--- src/rtl/id_ex_hazard_reg.sv ---
// id_ex_hazard_reg: ID/EX pipeline register with load-use hazard detection, hold and flush handling.
//
// Ports
//   clk_i, rst_i          clock, synchronous active-high reset
//   Op_i                  opcode of the instruction in ID (selects which source registers it reads)
//   ALUOp_i .. MemtoReg_i control bits from the Control decoder
//   RS1data_i, RS2data_i, Imm_i, funct_i, RS1addr_i, RS2addr_i, RDaddr_i   ID operands
//   Stall_i               downstream hold request
//   Flush_i               branch taken; squash the instruction in ID
//   ALUOp_o .. RDaddr_o   registered EX-stage copies
//   NoOp_o                0 tells Control to emit a bubble
//   PCWrite_o, IFIDWrite_o  front-end write enables
//
// Optional feature: define ID_EX_PERF_CNT_EN to add BubbleCnt_o / HoldCnt_o counters.
module id_ex_hazard_reg #(
    parameter int DATA_W = 32,
    parameter int REG_AW = 5
) (
    input  logic              clk_i,
    input  logic              rst_i,
    input  logic [6:0]        Op_i,
    input  logic [1:0]        ALUOp_i,
    input  logic              ALUSrc_i,
    input  logic              Branch_i,
    input  logic              MemRead_i,
    input  logic              MemWrite_i,
    input  logic              RegWrite_i,
    input  logic              MemtoReg_i,
    input  logic [DATA_W-1:0] RS1data_i,
    input  logic [DATA_W-1:0] RS2data_i,
    input  logic [DATA_W-1:0] Imm_i,
    input  logic [9:0]        funct_i,
    input  logic [REG_AW-1:0] RS1addr_i,
    input  logic [REG_AW-1:0] RS2addr_i,
    input  logic [REG_AW-1:0] RDaddr_i,
    input  logic              Stall_i,
    input  logic              Flush_i,
    output logic [1:0]        ALUOp_o,
    output logic              ALUSrc_o,
    output logic              Branch_o,
    output logic              MemRead_o,
    output logic              MemWrite_o,
    output logic              RegWrite_o,
    output logic              MemtoReg_o,
    output logic [DATA_W-1:0] RS1data_o,
    output logic [DATA_W-1:0] RS2data_o,
    output logic [DATA_W-1:0] Imm_o,
    output logic [9:0]        funct_o,
    output logic [REG_AW-1:0] RS1addr_o,
    output logic [REG_AW-1:0] RS2addr_o,
    output logic [REG_AW-1:0] RDaddr_o,
    output logic              NoOp_o,
    output logic              PCWrite_o,
    output logic              IFIDWrite_o
`ifdef ID_EX_PERF_CNT_EN
    ,
    output logic [31:0]       BubbleCnt_o,
    output logic [31:0]       HoldCnt_o
`endif
);
    localparam logic [6:0] OP_IMM = 7'b0010011;
    localparam logic [6:0] OP_REG = 7'b0110011;
    localparam logic [6:0] OP_LD  = 7'b0000011;
    localparam logic [6:0] OP_ST  = 7'b0100011;
    localparam logic [6:0] OP_BR  = 7'b1100011;
    logic [7:0]        ctrl_q, ctrl_d, ctrl_in;
    logic [DATA_W-1:0] rs1data_q, rs1data_d;
    logic [DATA_W-1:0] rs2data_q, rs2data_d;
    logic [DATA_W-1:0] imm_q, imm_d;
    logic [9:0]        funct_q, funct_d;
    logic [REG_AW-1:0] rs1addr_q, rs1addr_d;
    logic [REG_AW-1:0] rs2addr_q, rs2addr_d;
    logic [REG_AW-1:0] rdaddr_q, rdaddr_d;
    logic              pend_q, pend_d;
    logic              use_rs1, use_rs2, hazard, kill;
    assign ctrl_in = {ALUOp_i, ALUSrc_i, Branch_i, MemRead_i, MemWrite_i, RegWrite_i, MemtoReg_i};
    assign use_rs1 = (Op_i == OP_IMM) | (Op_i == OP_REG) | (Op_i == OP_LD) | (Op_i == OP_ST) | (Op_i == OP_BR);
    assign use_rs2 = (Op_i == OP_REG) | (Op_i == OP_ST) | (Op_i == OP_BR);
    // ctrl_q[3] is the EX-stage MemRead: a load whose result is not yet available.
    assign hazard = ctrl_q[3] & (rdaddr_q != '0) &
                    ((use_rs1 & (RS1addr_i == rdaddr_q)) | (use_rs2 & (RS2addr_i == rdaddr_q)));
    // A flush seen during a hold is remembered and applied on the first released edge.
    assign kill = Flush_i | pend_q;
    always_comb begin
        ctrl_d    = Stall_i ? ctrl_q : (kill ? 8'b0 : ctrl_in);
        rs1data_d = Stall_i ? rs1data_q : RS1data_i;
        rs2data_d = Stall_i ? rs2data_q : RS2data_i;
        imm_d     = Stall_i ? imm_q : Imm_i;
        funct_d   = Stall_i ? funct_q : funct_i;
        rs1addr_d = Stall_i ? rs1addr_q : RS1addr_i;
        rs2addr_d = Stall_i ? rs2addr_q : RS2addr_i;
        rdaddr_d  = Stall_i ? rdaddr_q : RDaddr_i;
        pend_d    = Stall_i ? (pend_q | Flush_i) : 1'b0;
    end
    always_ff @(posedge clk_i) begin
        if (rst_i) begin
            ctrl_q    <= '0;
            rs1data_q <= '0;
            rs2data_q <= '0;
            imm_q     <= '0;
            funct_q   <= '0;
            rs1addr_q <= '0;
            rs2addr_q <= '0;
            rdaddr_q  <= '0;
            pend_q    <= 1'b0;
        end else begin
            ctrl_q    <= ctrl_d;
            rs1data_q <= rs1data_d;
            rs2data_q <= rs2data_d;
            imm_q     <= imm_d;
            funct_q   <= funct_d;
            rs1addr_q <= rs1addr_d;
            rs2addr_q <= rs2addr_d;
            rdaddr_q  <= rdaddr_d;
            pend_q    <= pend_d;
        end
    end
`ifdef ID_EX_PERF_CNT_EN
    logic [31:0] bubble_cnt_q, hold_cnt_q;
    always_ff @(posedge clk_i) begin
        if (rst_i) begin
            bubble_cnt_q <= '0;
            hold_cnt_q   <= '0;
        end else begin
            bubble_cnt_q <= bubble_cnt_q + 32'(~Stall_i & (kill | hazard));
            hold_cnt_q   <= hold_cnt_q + 32'(Stall_i);
        end
    end
    assign BubbleCnt_o = bubble_cnt_q;
    assign HoldCnt_o   = hold_cnt_q;
`endif
    assign {ALUOp_o, ALUSrc_o, Branch_o, MemRead_o, MemWrite_o, RegWrite_o, MemtoReg_o} = ctrl_q;
    assign RS1data_o   = rs1data_q;
    assign RS2data_o   = rs2data_q;
    assign Imm_o       = imm_q;
    assign funct_o     = funct_q;
    assign RS1addr_o   = rs1addr_q;
    assign RS2addr_o   = rs2addr_q;
    assign RDaddr_o    = rdaddr_q;
    assign NoOp_o      = ~hazard;
    assign PCWrite_o   = ~(hazard | Stall_i);
    assign IFIDWrite_o = ~(hazard | Stall_i);
endmodule

--- config.mk ---
export PLATFORM = sky130hd
export DESIGN_NAME = id_ex_hazard_reg
export DESIGN_NICKNAME = d
export VERILOG_FILES = /design/src/rtl/id_ex_hazard_reg.sv
export SDC_FILE = /design/constraint.sdc
export NUM_CORES = 1
export LEC_CHECK = 0
export CAP_MARGIN = 10
export CORE_MARGIN = 2
export CORE_UTILIZATION = 34
export CTS_CLUSTER_DIAMETER = 120
export DETAILED_ROUTE_END_ITERATION = 12
export PLACE_DENSITY_LB_ADDON = 0.12
export SKIP_CTS_REPAIR_TIMING = 1
export SLEW_MARGIN = 20
export SYNTH_ARGS = -nofsm -noshare
export SYNTH_HDL_FRONTEND = slang
export SYNTH_SLANG_ARGS = --single-unit
--- constraint.sdc ---
create_clock -name clk_i -period 1.4 [get_ports clk_i]
set_input_delay 0.28 -clock clk_i [delete_from_list [all_inputs] [get_ports clk_i]]
set_output_delay 0.28 -clock clk_i [all_outputs]
set_load 0.005 [all_outputs]
==> results of run 1 <==
-- kinds of logic (layout without fill, tap and decap cells) --
kind of cell | count (synthesis) | after routing
and+or+nand+nor | 131 | 131
AOI/OAI and AO/OA | 13 | 13
xor gates and xnor gates | 10 | 10
muxes | 121 | 121
DFF | 130 | 130
buffers and inverters | 31 | 317
-- power groups by stage --
| stage | Combinational (mW) | Sequential (mW) | Clock [mW] |
|---|---|---|---|
| CTS | 1.45 | 4.04 | 4.24 |
| global route | 1.50 | 4.06 | 4.41 |
| detailed placement | 1.44 | 4.12 | 0 |
| floorplan | 0.504 | 4.13 | 0 |
| global placement | 1.42 | 4.11 | 0 |
| finish | 1.39 | 4.03 | 4.14 |
-- state kept, by name, indices dropped and copies added (netlist names) --
| register | flops |
|---|---|
| funct_o | 10 |
| RS1data_o | 32 |
| pend_q | 1 |
| Imm_o | 32 |
| RS2data_o | 32 |
| RS2addr_o | 5 |
| ctrl_q | 8 |
| RDaddr_o | 5 |
| RS1addr_o | 5 |
-- cells in the mapped netlist (all sizes together) --
library cell	number
dfxtp	130
nor2	123
mux2i	121
buf	26
xnor2	9
a22o	8
clkbuf	4
nand3	2
nand4	2
a21oi	1
a31oi	1
inv	1
nand2	1
nor2b	1
nor3	1
nor4	1
o21a	1
o21ai	1
o32ai	1
xor2	1
-- worst paths after layout --
kind                     startpoint                    endpoint  slack (ns)  cells past startpoint
max                    RS2addr_i[1]                   PCWrite_o       -0.70                      7
min                           rst_i  RS1data_o[29]$_SDFFE_PP0N_        0.17                      2
max reg2reg       pend_q$_SDFF_PP0_      ctrl_q[0]$_SDFFE_PP0N_        0.49                      3
min reg2reg  ctrl_q[7]$_SDFFE_PP0N_      ctrl_q[7]$_SDFFE_PP0N_        0.47                      1
-- final cells by class --
type                       count  area [sq um]  area share
inverter                       1          3.75    0.000439
clock buffer                  26           509      0.0595
timing repair buffer         285          3160       0.370
sequential                   130          2630       0.307
tap                          180           225      0.0263
clock inverter                 5          50.0     0.00585
multi-input combinational    275          1970       0.231
-- worst max-delay path: cells and delay by family --
| family | cells | cell delay, ns |
|---|---|---|
| buffers and inverters | 3 | 0.86 |
| AO/OA/AOI/OAI | 2 | 0.43 |
| AND/OR/NAND/NOR | 1 | 0.13 |
| XOR/XNOR | 1 | 0.12 |
-- per-stage QoR --
stage / setup TNS [ns] / power, mW / instances
2_1_floorplan: -0.0348 / 4.63 / 436
3_3_place_gp: -2.76 / 5.53 / 869
3_5_place_dp: -3.11 / 5.56 / 869
4_1_cts: -23.30 / 9.73 / 900
5_1_grt: -2.23 / 9.96 / 902
6_report: -2.04 / 9.56 / 902
-- routing by layer --
metal / GRT usage / vias up / part of all wire
met5: 0 / - / 0
met4: 0.0812 / 0 / 0.021
met3: 0.0804 / 20 / 0.10
met2: 0.311 / 166 / 0.51
met1: 0.184 / 1869 / 0.37
li1: - / 2006 / -
==> flow_summary_export.csv, run 1 <==
group,metric,value,unit
layout,post-route-util,0.621,
sta,rsz0062_at_grt,"yes",
layout,syn_to_final_growth,79.8,%
pwr,p_int,7.47,mW
placement,place_ws,-0.903,ns
cts,clock-root-buffer,"clkbuf_16",
route,firstDrtPassIters,4,
layout,nNetsFinal,850,
synth,synthTopCellsByArea,"dfxtp_1 55%, mux2i_1 25%, nor2_1 9.7%",
pwr,pwr-share-comb,0.145,
sta,drv_slew,0,
layout,drive_gt1_frac,0.0900,
cts,clk_latency,0.40,ns
critical_path,slowest_stage,"clkdlybuf4s50_1",
layout,layout_commonest_cell,"clkdlybuf4s50_1",
layout,fin_area,8550,sq um
route,via_per_inst,4.50,
synth,ys_seq_elements,130,
route,wl_per_cell,15.6,microns
synth,synthSimpleGateAreaFrac,0.109,
critical_path,end_kind,"primary output",
sta,period_share,1.50,
layout,num_antenna_cells,0,
layout,mostFrequentLayoutCells,"134 x clkdlybuf4s50_1, 131 x dlymetal6s2s_1, 123 x nor2_1",
synth,yosys.area_share.xor_xnor,0.0184,
floorplanning,pin_count,272,
pwr,p_leak,5.53,nW
synth,ys.warnings.count,0,
sta,setup_ws,-0.704,ns
synth,synth_top_cell_by_area,"dfxtp_1",
pwr,pwr-share-clk,0.433,
floorplanning,die-area,15000,sq um
global_routing,grt_first_pass_wirelength,20500,microns
pwr,p_per_area,1120,nW/um^2
synth,synth_area_per_cell,10.9,sq um
synth,yosys.cell_types.count,22,
route,drt_iter0_markers,149,
synth,muxShareOfSynthArea,0.255,
global_routing,grt_max_degree,73,
floorplanning,coreArea,13800,sq um
sta,setup_violations,3,
synth,synth_area,4760,sq um
sta,timing.final.crit_period,2.10,ns
synth,syn_nets,576,
sta,relSlewSlack,0.584,
placement,placed_area,7600,sq um
placement,io_buffers,271,
critical_path,start_kind,"input pin",
synth,synth_seq_area_share,0.547,
global_routing,grt_pass1_vias,4076,
pwr,swShare,0.219,
outcome,violations,"negative setup slack",
synth,syn_inst,436,
route,drt_wl_total,14100,microns
cts,cts_tree,"done",
sta,max_slew.worst_pin.slew,0.623,ns
route,drcViolationCount,0,
critical_path,crit_type,"input pin to primary output",
global_routing,grt_overflow,0,
placement,place_hpwl,10100,microns
critical_path,timing.critical_path.cells,"clkdlybuf4s50_1 > xnor2_2 > nand4_1 > o32ai_2 > buf_4 > a31oi_4 > buf_2",
synth,synthAdderAreaFrac,0,
synth,synth_top_family_by_area,"multiplexers",
cts,clock_path_buffers,2,
placement,routabilityCongestion,0.844,
layout,fillCellCount,1147,
job,max_cap_violations,0,
pwr,p_sw,2.09,mW
global_routing,antenna_found_initial,0,
synth,synth-compound-area-share,0.0232,
sta,fmax,0.475,GHz
synth,synth_top_area_share,0.547,
outcome,status,"finished, violations left",
pwr,vdd.ir_drop.worst,0.642,mV
route,num_vias,4061,
cts,cts_max_level,4,
critical_path,cp.arrival,1.82,ns
global_routing,grtUsageTotal,0.179,
floorplanning,row_count,43,
critical_path,path_max_fanout,2,
critical_path,cp.required,1.12,ns
cts,path_clk_slew,0.05,ns
floorplanning,die_w,122,microns
floorplanning,initial_core_util,0.345,
pwr,p_seq_frac,0.422,
floorplanning,die_h,122,microns
sta,finClkSkew,0.00151,ns
critical_path,cp_slowest_stage_delay,0.52,ns
sta,whs,0.174,ns
min_path,hp-class,"input pin to flip-flop",
route,antenna_left,0,
cts,cts_buffers,17,
sta,hold_viol,0,
cts,cts_sinks,130,
Power figures use the tool's default switching activity.
==> run 2: changes to the inputs <==
--- a/config.mk
+++ b/config.mk
@@ -5,14 +5,14 @@
 export SDC_FILE = /design/constraint.sdc
 export NUM_CORES = 1
 export LEC_CHECK = 0
-export CAP_MARGIN = 10
+export ABC_AREA = 1
+export CAP_MARGIN = 20
 export CORE_MARGIN = 2
 export CORE_UTILIZATION = 34
 export CTS_CLUSTER_DIAMETER = 120
 export DETAILED_ROUTE_END_ITERATION = 12
 export PLACE_DENSITY_LB_ADDON = 0.12
 export SKIP_CTS_REPAIR_TIMING = 1
-export SLEW_MARGIN = 20
 export SYNTH_ARGS = -nofsm -noshare
 export SYNTH_HDL_FRONTEND = slang
 export SYNTH_SLANG_ARGS = --single-unit
==> flow_summary_export.csv, run 2 <==
group,metric,value,unit
route,wl_per_cell,15.2,microns
placement,placed_area,7700,sq um
route,drcViolationCount,0,
critical_path,cp.required,1.12,ns
synth,yosys.cell_types.count,19,
job,max_cap_violations,0,
cts,cts_tree,"done",
critical_path,rrSetupSlack,0.56,ns
critical_path,cp.arrival,1.55,ns
global_routing,grt_max_degree,79,
layout,drive_gt1_frac,0.110,
layout,fin_area,8740,sq um
sta,setup_ws,-0.431,ns
synth,synthTopCellsByArea,"dfxtp_1 56%, nand2_1 21%, nand3_1 15%",
cts,clock_path_buffers,2,
pwr,vdd.ir_drop.worst,0.699,mV
route,top_layer_used,"met4",
sta,drv_slew,0,
synth,synth_area_per_cell,7.65,sq um
synth,async_reset_ff_frac,0,
sta,period_share,1.31,
cts,cts_sinks,130,
route,dr_wl_met2,7970,microns
pwr,total_power,9.77,mW
cts,cts_buffers,17,
sta,rsz0062_at_grt,"yes",
sta,max_slew.worst_pin.slew,0.507,ns
synth,syn_inst,610,
layout,nNetsFinal,1030,
cts,cts_max_level,4,
min_path,hp-class,"input pin to flip-flop",
synth,synthTopCellsByCount,"258 x nand2_1, 136 x nand3_1, 130 x dfxtp_1",
synth,synth_seq_area_share,0.557,
critical_path,r2r-start,"RDaddr_o[2]$_SDFFE_PP0N_",
cts,path_clk_slew,0.06,ns
route,routed-wl-met3,1520,microns
floorplanning,initial_core_util,0.350,
synth,synth_edf_count,0,
global_routing,grt_pass1_vias,4920,
sta,fmax,0.546,GHz
layout,syn_to_final_growth,87.3,%
critical_path,start_kind,"flip-flop",
outcome,violations,"negative setup slack",
cts,clock-root-buffer,"clkbuf_16",
layout,num_antenna_cells,0,
synth,ys_seq_elements,130,
min_path,holdCritStartpoint,"Imm_i[3]",
layout,mostFrequentLayoutCells,"251 x nand2_1, 136 x clkdlybuf4s50_1, 135 x nand3_1",
synth,ys.warnings.count,0,
placement,place_hpwl,11400,microns
global_routing,grtUsageTotal,0.213,
floorplanning,die-area,14700,sq um
critical_path,critical_path.startpoint,"RDaddr_o[2]$_SDFFE_PP0N_",
placement,dpl.cell_count,1044,
sta,timing.final.crit_period,1.83,ns
synth,post-synth-top-count-cell,"nand2_1",
layout,post-route-util,0.655,
synth,synth_flop_cell,"dfxtp_1",
pwr,p_leak,5.79,nW
synth,syn_nets,750,
route,m1WireLength,6600,microns
cts,clk_latency,0.41,ns
synth,synth_top_area_share,0.557,
layout,layout_commonest_cell,"nand2_1",
critical_path,path_max_fanout,4,
critical_path,end_kind,"primary output",
route,drt_wl_total,16400,microns
layout,final_cells,1078,
sta,setup_violations,4,
floorplanning,die_h,121,microns
floorplanning,die_w,121,microns
floorplanning,row_count,42,
synth,synth_area,4670,sq um
route,drt_iter0_markers,242,
synth,synth_top_cell_by_area,"dfxtp_1",
route,via_per_inst,4.73,
pwr,p_per_area,1120,nW/um^2
placement,routabilityCongestion,0.863,
placement,io_buffers,271,
sta,finClkSkew,0.00593,ns
route,antenna_left,0,
layout,fillCellCount,1117,
outcome,status,"finished, violations left",
route,firstDrtPassIters,6,
sta,hold_viol,0,
global_routing,antenna_found_initial,0,
sta,relSlewSlack,0.662,
floorplanning,pin_count,272,
global_routing,grt_first_pass_wirelength,24600,microns
global_routing,grt_overflow,0,
critical_path,crit_type,"flip-flop to primary output",
floorplanning,coreArea,13300,sq um
route,num_vias,5097,
==> run 2: cell types whose count changed in the layout (fill, tap and decap cells not counted), moves of 7 or more <==
cell / previous run / this run
a22o_1: 8 / 0
buf_4: 12 / 20
inv_1: 1 / 10
mux2i_1: 121 / 0
nand2_1: 1 / 251
nand2_2: 0 / 7
nand3_1: 2 / 135
nor2_1: 123 / 6
o21ai_0: 1 / 9
==> run 2: cell type report <==
| cell class | instances | area, sq um | area share |
|---|---|---|---|
| repair buffers | 302 | 3370 | 0.385 |
| flip-flops and latches | 130 | 2630 | 0.300 |
| multi-input cells | 423 | 1870 | 0.214 |
| clock buffers | 21 | 480 | 0.0549 |
| well taps | 176 | 220 | 0.0252 |
| clock inverters | 10 | 108 | 0.0123 |
| inverters | 16 | 68.8 | 0.00787 |
==> run 2: final timing paths <==
path                                                 end  cells past startpoint
worst max-delay path                           PCWrite_o                      8
worst min-delay path               Imm_o[3]$_SDFFE_PP0N_                      3
worst max register to register  RDaddr_o[2]$_SDFFE_PP0N_                      4
worst min register to register    Imm_o[25]$_SDFFE_PP0N_                      2
==> run 2: worst max-delay path: stages (launching register included) <==
cell,delay [ns]
dfxtp_4,0.38
buf_6,0.10
nand2_2,0.05
nand2_1,0.06
nor2_1,0.04
nand3_1,0.10
nand2_2,0.09
a21oi_4,0.19
clkbuf_2,0.14
==> run 2: where the power goes <==
group / switching (mW) / internal, mW / leakage [nW]
sequential: 0.116 / 3.92 / 1.08
clock: 1.57 / 2.78 / 0.287
combinational: 0.549 / 0.831 / 4.43
==> run 2: per-stage QoR <==
step	hold slack, ns	worst slack (ns)	setup TNS (ns)
5_1_grt	0.392	-0.485	-1.62
3_5_place_dp	0.459	-0.881	-15.13
6_report	0.407	-0.431	-1.41
2_1_floorplan	0.383	0.0942	0
3_3_place_gp	0.456	-0.788	-13.25
4_1_cts	0.390	-0.978	-23.47
==> run 2: kinds of logic (layout without fill, tap and decap cells) <==
kind of cell    Yosys count  count (layout)  synth area share
buf+inv                  57             349            0.0584
compound gates           15              15            0.0161
simple gates            407             407             0.366
flops                   130             130             0.557
xor+xnor                  1               1           0.00188
==> run 2: per-layer routing <==
metal,vias up,GRT usage
li1,2514,-
met5,-,0
met4,0,0.0790
met1,2354,0.250
met2,213,0.356
met3,16,0.0794
==> run 3: changes to the inputs <==
--- a/config.mk
+++ b/config.mk
@@ -5,7 +5,7 @@
 export SDC_FILE = /design/constraint.sdc
 export NUM_CORES = 1
 export LEC_CHECK = 0
-export ABC_AREA = 1
+export ABC_AREA = 0
 export CAP_MARGIN = 20
 export CORE_MARGIN = 2
 export CORE_UTILIZATION = 34
==> results of run 3 <==
The final DEF is identical to that of run 1; final timing and power are the same.
